`config.mk`:
```
export PLATFORM = sky130hd
export DESIGN_NAME = nes_bus_mx
export DESIGN_NICKNAME = d
export VERILOG_FILES = /design/src/rtl/nes_bus_pkg.sv /design/src/rtl/nes_bus_arb.sv /design/src/rtl/nes_bus_mx.sv
export SDC_FILE = /design/constraint.sdc
export NUM_CORES = 1
export LEC_CHECK = 0
export CORE_ASPECT_RATIO = 1.2
export CORE_MARGIN = 5
export CORE_UTILIZATION = 39
export DETAILED_ROUTE_END_ITERATION = 6
export PLACE_DENSITY = 0.88
export SYNTH_ARGS = -nofsm -noshare
export SYNTH_HDL_FRONTEND = slang
export SYNTH_SLANG_ARGS = --single-unit
```
`constraint.sdc`:
```
create_clock -name i_clk -period 9.3 [get_ports i_clk]
set_input_delay 2.79 -clock i_clk [delete_from_list [all_inputs] [get_ports i_clk]]
set_output_delay 2.79 -clock i_clk [all_outputs]
set_load 0.01 [all_outputs]
```
`src/rtl/nes_bus_pkg.sv`:
```
// Shared types and address map for the NES CPU-side bus fabric.
//   bus_state_e  : arbitration FSM states
//   slave_e      : read-data source selected by the address decoder
//   decode_slave : maps a 16-bit bus address to its slave
package nes_bus_pkg;

  typedef enum logic [2:0] {StIdle, StHalt, StGrant, StRearb, StRelease} bus_state_e;

  typedef enum logic [2:0] {SlvRam, SlvPpu, SlvApu, SlvJpd, SlvOpen, SlvMmc} slave_e;

  localparam logic [15:0] RamBase   = 16'h0000;
  localparam logic [15:0] RamLimit  = 16'h1FFF;
  localparam logic [15:0] PpuBase   = 16'h2000;
  localparam logic [15:0] PpuLimit  = 16'h3FFF;
  localparam logic [15:0] ApuBase   = 16'h4000;
  localparam logic [15:0] ApuLimit  = 16'h4015;
  localparam logic [15:0] JpdBase   = 16'h4016;
  localparam logic [15:0] JpdLimit  = 16'h4017;
  localparam logic [15:0] OpenBase  = 16'h4018;
  localparam logic [15:0] OpenLimit = 16'h401F;
  localparam logic [15:0] MmcBase   = 16'h4020;
  localparam logic [15:0] MmcLimit  = 16'hFFFF;

  function automatic logic in_range(input logic [15:0] addr, input logic [15:0] base,
                                    input logic [15:0] limit);
    return (addr >= base) && (addr <= limit);
  endfunction

  function automatic slave_e decode_slave(input logic [15:0] addr);
    slave_e slv;
    if (in_range(addr, RamBase, RamLimit))        slv = SlvRam;
    else if (in_range(addr, PpuBase, PpuLimit))   slv = SlvPpu;
    else if (in_range(addr, ApuBase, ApuLimit))   slv = SlvApu;
    else if (in_range(addr, JpdBase, JpdLimit))   slv = SlvJpd;
    else if (in_range(addr, OpenBase, OpenLimit)) slv = SlvOpen;
    else if (in_range(addr, MmcBase, MmcLimit))   slv = SlvMmc;
    else                                          slv = SlvOpen;
    return slv;
  endfunction

endpackage

```
`src/rtl/nes_bus_arb.sv`:
```
// Combinational DMA winner select.
//   req_i    : per-master request vector
//   ptr_i    : index of the last granted master (round-robin mode only)
//   onehot_o : one-hot winner, zero when nobody requests
//   idx_o    : binary winner index
//   valid_o  : some master requests
module nes_bus_arb #(
  parameter int unsigned NUM_DMA  = 2,
  parameter int unsigned ARB_MODE = 0,
  parameter int unsigned IDX_W    = 1
) (
  input  logic [NUM_DMA-1:0] req_i,
  input  logic [IDX_W-1:0]   ptr_i,
  output logic [NUM_DMA-1:0] onehot_o,
  output logic [IDX_W-1:0]   idx_o,
  output logic               valid_o
);

  // Fixed priority is round-robin that always restarts after the top index, so index 0 leads.
  logic [IDX_W-1:0] start;
  logic             found_hi, found_lo;
  logic [IDX_W-1:0] idx_hi, idx_lo;

  assign start = (ARB_MODE == 1) ? ptr_i : IDX_W'(NUM_DMA - 1);

  always_comb begin
    found_hi = 1'b0;
    found_lo = 1'b0;
    idx_hi   = '0;
    idx_lo   = '0;
    // Descending scan: the last hit in each half is its lowest requesting index.
    for (int i = NUM_DMA - 1; i >= 0; i--) begin
      if (req_i[i]) begin
        if (i > int'(start)) begin
          found_hi = 1'b1;
          idx_hi   = IDX_W'(i);
        end else begin
          found_lo = 1'b1;
          idx_lo   = IDX_W'(i);
        end
      end
    end
    valid_o  = found_hi | found_lo;
    idx_o    = found_hi ? idx_hi : idx_lo;
    onehot_o = '0;
    if (valid_o) onehot_o[idx_o] = 1'b1;
  end

endmodule

```
`src/rtl/nes_bus_mx.sv`:
```
// CPU-side NES bus fabric: the 6502 and NUM_DMA DMA masters share one 16-bit bus.
//   i_clk, i_rstn                      : clock, synchronous active-low reset
//   o_cpu_pause                        : halts the CPU while DMA owns the bus (registered)
//   i_cpu_addr/_r_wn/_wdata, o_cpu_rdata : CPU bus side (r_wn 1 = read)
//   i_dma_req/_addr/_wn/_wdata         : packed per-master DMA requests (wn 1 = read)
//   o_dma_gnt, o_dma_rdata             : one-hot grant (registered), read data to owner
//   o_bus_addr/_wdata/_wn              : shared bus toward the slaves (wn 0 = write)
//   i_{ram,ppu,apu,jpd,mmc}_rdata      : slave read data, valid in the same cycle
module nes_bus_mx
  import nes_bus_pkg::*;
#(
  parameter int unsigned NUM_DMA   = 2,
  parameter int unsigned ARB_MODE  = 0,
  parameter int unsigned MAX_BURST = 256,
  parameter logic [15:0] PARK_ADDR = 16'h0000
) (
  input  logic                   i_clk,
  input  logic                   i_rstn,
  output logic                   o_cpu_pause,
  input  logic [15:0]            i_cpu_addr,
  input  logic                   i_cpu_r_wn,
  input  logic [7:0]             i_cpu_wdata,
  output logic [7:0]             o_cpu_rdata,
  input  logic [NUM_DMA-1:0]     i_dma_req,
  output logic [NUM_DMA-1:0]     o_dma_gnt,
  input  logic [16*NUM_DMA-1:0]  i_dma_addr,
  input  logic [NUM_DMA-1:0]     i_dma_wn,
  input  logic [8*NUM_DMA-1:0]   i_dma_wdata,
  output logic [7:0]             o_dma_rdata,
  output logic [15:0]            o_bus_addr,
  output logic [7:0]             o_bus_wdata,
  output logic                   o_bus_wn,
  input  logic [7:0]             i_ram_rdata,
  input  logic [7:0]             i_ppu_rdata,
  input  logic [7:0]             i_apu_rdata,
  input  logic [7:0]             i_jpd_rdata,
  input  logic [7:0]             i_mmc_rdata
);

  localparam int unsigned IdxW = (NUM_DMA > 1) ? $clog2(NUM_DMA) : 1;
  localparam int unsigned CntW = $clog2(MAX_BURST);

  bus_state_e       state_q, state_d;
  logic             pause_q, pause_d;
  logic [NUM_DMA-1:0] gnt_q, gnt_d;
  logic [CntW-1:0]  cnt_q, cnt_d;
  // Last winner; during GRANT it is also the current owner.
  logic [IdxW-1:0]  ptr_q, ptr_d;
  logic [7:0]       latch_q;

  logic [NUM_DMA-1:0] arb_onehot;
  logic [IdxW-1:0]    arb_idx;
  logic               arb_valid;

  logic        parked, cpu_owner, bus_wn_raw, bus_read;
  logic [7:0]  mux_data;

  nes_bus_arb #(
    .NUM_DMA  (NUM_DMA),
    .ARB_MODE (ARB_MODE),
    .IDX_W    (IdxW)
  ) u_arb (
    .req_i    (i_dma_req),
    .ptr_i    (ptr_q),
    .onehot_o (arb_onehot),
    .idx_o    (arb_idx),
    .valid_o  (arb_valid)
  );

  always_comb begin
    state_d = state_q;
    pause_d = pause_q;
    gnt_d   = '0;
    cnt_d   = cnt_q;
    ptr_d   = ptr_q;
    unique case (state_q)
      StIdle: begin
        pause_d = 1'b0;
        // Only halt on a CPU read; the 6502 cannot be stopped mid-write.
        if ((|i_dma_req) && i_cpu_r_wn) begin
          state_d = StHalt;
          pause_d = 1'b1;
        end
      end
      StHalt, StRearb: begin
        if (arb_valid) begin
          state_d = StGrant;
          gnt_d   = arb_onehot;
          ptr_d   = arb_idx;
          cnt_d   = '0;
        end else begin
          state_d = StRelease;
          pause_d = 1'b0;
        end
      end
      StGrant: begin
        if (!i_dma_req[ptr_q]) begin
          state_d = StRearb;
        end else if (cnt_q == CntW'(MAX_BURST - 1)) begin
          state_d = StRelease;
          pause_d = 1'b0;
        end else begin
          gnt_d = gnt_q;
          cnt_d = cnt_q + 1'b1;
        end
      end
      StRelease: begin
        state_d = StIdle;
        pause_d = 1'b0;
      end
      default: begin
        state_d = StIdle;
        pause_d = 1'b0;
      end
    endcase
  end

  always_ff @(posedge i_clk) begin
    if (!i_rstn) begin
      state_q <= StIdle;
      pause_q <= 1'b0;
      gnt_q   <= '0;
      cnt_q   <= '0;
      ptr_q   <= '0;
      latch_q <= 8'h00;
    end else begin
      state_q <= state_d;
      pause_q <= pause_d;
      gnt_q   <= gnt_d;
      cnt_q   <= cnt_d;
      ptr_q   <= ptr_d;
      if (bus_read) latch_q <= mux_data;
    end
  end

  // Bus owner mux.
  always_comb begin
    o_bus_addr  = i_cpu_addr;
    o_bus_wdata = i_cpu_wdata;
    bus_wn_raw  = i_cpu_r_wn;
    parked      = 1'b0;
    cpu_owner   = 1'b0;
    unique case (state_q)
      StGrant: begin
        for (int k = 0; k < NUM_DMA; k++) begin
          if (ptr_q == IdxW'(k)) begin
            o_bus_addr  = i_dma_addr[16*k +: 16];
            o_bus_wdata = i_dma_wdata[8*k +: 8];
            bus_wn_raw  = i_dma_wn[k];
          end
        end
      end
      StHalt, StRearb: begin
        o_bus_addr  = PARK_ADDR;
        o_bus_wdata = 8'h00;
        bus_wn_raw  = 1'b1;
        parked      = 1'b1;
      end
      default: cpu_owner = 1'b1;
    endcase
  end

  // A cycle with reset asserted never issues a write, whoever owned the bus.
  assign o_bus_wn = bus_wn_raw | ~i_rstn;
  assign bus_read = ~parked & o_bus_wn;

  always_comb begin
    mux_data = latch_q;
    unique case (decode_slave(o_bus_addr))
      SlvRam:  mux_data = i_ram_rdata;
      SlvPpu:  mux_data = i_ppu_rdata;
      SlvApu:  mux_data = i_apu_rdata;
      SlvJpd:  mux_data = i_jpd_rdata;
      SlvMmc:  mux_data = i_mmc_rdata;
      default: mux_data = latch_q;
    endcase
  end

  assign o_dma_rdata = mux_data;
  assign o_cpu_rdata = cpu_owner ? mux_data : latch_q;
  assign o_cpu_pause = pause_q;
  assign o_dma_gnt   = gnt_q;

endmodule

```
==> impl_metrics.json <==
{
  "status": "finished clean",
  "numCtsBuffers": 3,
  "cts_hold_buf": 0,
  "syn_to_final_growth_pct": 71.76,
  "dp_hpwl_um": 7343,
  "synth_edf_count": 0,
  "n_fill_cell": 497,
  "synth_top_cell_area_share_pct": 19.61,
  "yosysTopAreaCell": "dfxtp_1",
  "timing.rr.start": "state_q[0]$_SDFFE_PN0P_",
  "cts_tree": "yes",
  "cp_slowest_cell": "clkdlybuf4s50_1",
  "postLayoutSetupSlackWorst_ns": 0.7554,
  "placed_cells": 525,
  "num_io_pins": 163,
  "start_util_pct": 39.57,
  "finalClockSkew_ns": 0.002879,
  "htree_levels": 1,
  "setup_viol": 0,
  "max_freq_mhz": 117.0,
  "fp.coreArea_um2": 5934,
  "cts_sinks": 23,
  "clk_root_buffer_cell": "clkbuf_8",
  "synth_top_cells_by_area": "dfxtp_1, mux2_2, mux2i_1, nand2_1, o21ai_0",
  "grt_pass1_wl_um": 13980,
  "worst_path_largest_cell_delay_ns": 0.49,
  "rows": 31,
  "drv_slew": 0,
  "p_per_area_nw_per_um2": 97.12,
  "placed_area_um2": 3989,
  "wire_per_inst_um": 16.98,
  "dp_slack_ns": 0.7808,
  "cp.required_ns": 6.51,
  "clk_pin_slew_ns": 0.08,
  "peakVddDrop_mv": 0.09575,
  "p_leak_uw": 0.001515,
  "gr-total-overflow": 0,
  "antenna_left": 0,
  "period_minus_slack_ns": 8.545,
  "firstDrtPassIters": 4,
  "syn-mean-instance-area_um2": 8.015,
  "routed_wl_um": 8984,
  "cp.arrival_ns": 5.75,
  "stdcell_area_um2": 4034,
  "whs_ns": 0.4811,
  "yosysWarnings": 0,
  "antenna_found_initial": 0,
  "worst_pin_slew_ns": 0.6925,
  "vias": 2834,
  "place.gp.congestion": 0.8845,
  "fp.dieH_um": 95.01,
  "path_cells": "clkdlybuf4s50_1 > nor3_1 > a21boi_0 > a2111o_1 > o21a_1 > o21ai_0 > nand4_1 > mux2_2 > clkdlybuf4s50_1",
  "synthCells": 293,
  "synthTopCellsByCount": "nand2_1, o21ai_0, mux2i_1, mux2_2, dfxtp_1",
  "hold_viol": 0,
  "cp_num_buf_inv": 2,
  "seq_area_frac_synth_pct": 19.61,
  "dieWidth_um": 80.84,
  "nets": 568,
  "max-cap-violations": 0,
  "stdcell_count": 529,
  "layout_worst_path_cycle_share_pct": 91.88,
  "critPathMaxFanout": 11,
  "synth_nets": 413,
  "postSynth.asyncResetShare_pct": 0,
  "path_class": "in2out",
  "rsz0062_at_grt": "no",
  "drcViolationCount": 0,
  "clk_path_buf_depth": 2,
  "yosysUniqueCellTypes": 52,
  "post_cts_buffers": 0,
  "slew_headroom_pct": 53.48,
  "port_buffers": 162,
  "path_delay_family": "compound AO/OA/AOI/OAI gates",
  "worst_skew_pair.late_latency_ns": 0.27,
  "fin_setup_tns_ns": 0,
  "grt_usage_pct": 23.21,
  "drive_gt1_share_pct": 9.620,
  "synth_ff_type": "dfxtp_1",
  "first_iter_violations": 90,
  "diodes": 0,
  "first_global_vias": 2984,
  "cts_resized": 0,
  "synth_area_um2": 2349,
  "die-area_um2": 7680,
  "avgViaCountPerCell": 5.357,
  "startpoint": "i_cpu_addr[11]",
  "synth-seq-cells": 23,
  "worstHoldPathType": "reg2reg",
  "start_kind": "primary input",
  "worstSetupEndpointType": "output pin",
  "grt_max_degree": 33,
  "hp-start": "o_dma_gnt[0]$_SDFFE_PN0P_",
  "path_common_cell": "clkdlybuf4s50_1",
  "yosysMostFrequentCell": "nand2_1"
}
==> path summary, 6_finish.rpt <==
check	end	slack (ns)	cells after the start
worst min register to register	o_dma_gnt[0]$_SDFFE_PN0P_	0.48	2
worst max register to register	latch_q[0]$_SDFFE_PN0P_	6.24	8
worst min-delay path	o_dma_gnt[0]$_SDFFE_PN0P_	0.48	2
worst max-delay path	o_cpu_rdata[1]	0.76	9
==> power breakdown <==
group          leakage [uW]  switching [uW]  total [uW]  internal [uW]
clock network     0.0000228            32.2        62.8           30.6
logic               0.00130            91.0         220            129
registers          0.000189            4.68         109            105
total               0.00151             128         392            264
==> layout make-up <==
type / instances / area [um2] / share of cell area (%)
sequential: 23 / 461.7 / 11.45
clock buffer: 4 / 45.04 / 1.117
multi-input combinational: 248 / 1754 / 43.49
timing repair buffer: 165 / 1644 / 40.76
tap: 82 / 102.6 / 2.543
inverter: 7 / 26.28 / 0.6514
==> logic make-up (layout without fill, tap and decap cells) <==
kind of cell / count (synthesis) / count (layout) / share of synthesized area (%)
adders and majority gates: 1 / 1 / 0.5327
and+or+nand+nor: 118 / 118 / 26.48
muxes: 51 / 51 / 23.07
xor gates and xnor gates: 6 / 6 / 2.238
DFF: 23 / 23 / 19.61
buffers and inverters: 22 / 176 / 5.700
AOI/OAI and AO/OA: 72 / 72 / 22.38
==> state kept, by name, indices dropped and copies added, names as in the netlist <==
register	flops
cnt_q	8
latch_q	8
o_cpu_pause	1
o_dma_gnt	2
ptr_q	1
state_q	3
==> cells in the final DEF (no fill, tap or decap), types with 2 or more instances in the layout <==
cell	Yosys	layout
and2_1	3	3
xnor2_1	2	2
a21o_1	3	3
nor3_1	6	6
nor2b_1	5	5
nand2b_1	6	6
nand3_1	2	2
a21oi_2	2	2
xor2_1	4	4
mux2i_1	26	26
clkdlybuf4s50_1	0	162
and3_1	2	2
or2b_1	3	3
o21ai_0	28	28
o211a_1	9	9
a21oi_1	7	7
nand2_1	44	44
buf_4	3	3
clkbuf_8	0	3
nand4_1	19	19
dfxtp_1	23	22
a21boi_0	3	3
nor4_1	3	3
a2bb2oi_1	5	5
nor2_1	17	17
o21a_1	2	2
inv_1	7	7
mux2_2	25	25
==> tightest hold or removal path, stage by stage (launching register included) <==
cell	delay [ns]
dfxtp_1	0.32
nand2_1	0.05
a21boi_0	0.07
==> metrics by stage <==
step	total power, uW	util, %
global placement	326.6	67.21
floorplan	213.0	-
CTS	394.3	67.97
finish	391.8	67.97
global route	414.0	67.97
detailed placement	330.4	67.21
==> layer usage <==
layer | global-route usage (%) | routed length, um | vias to the layer above
met5 | 0 | 0 | -
met1 | 24.28 | 3332 | 1281
met4 | 9.437 | 382 | 0
met3 | 6.584 | 779 | 28
li1 | - | - | 1389
met2 | 42.81 | 4489 | 136
Power figures use the tool's default switching activity.
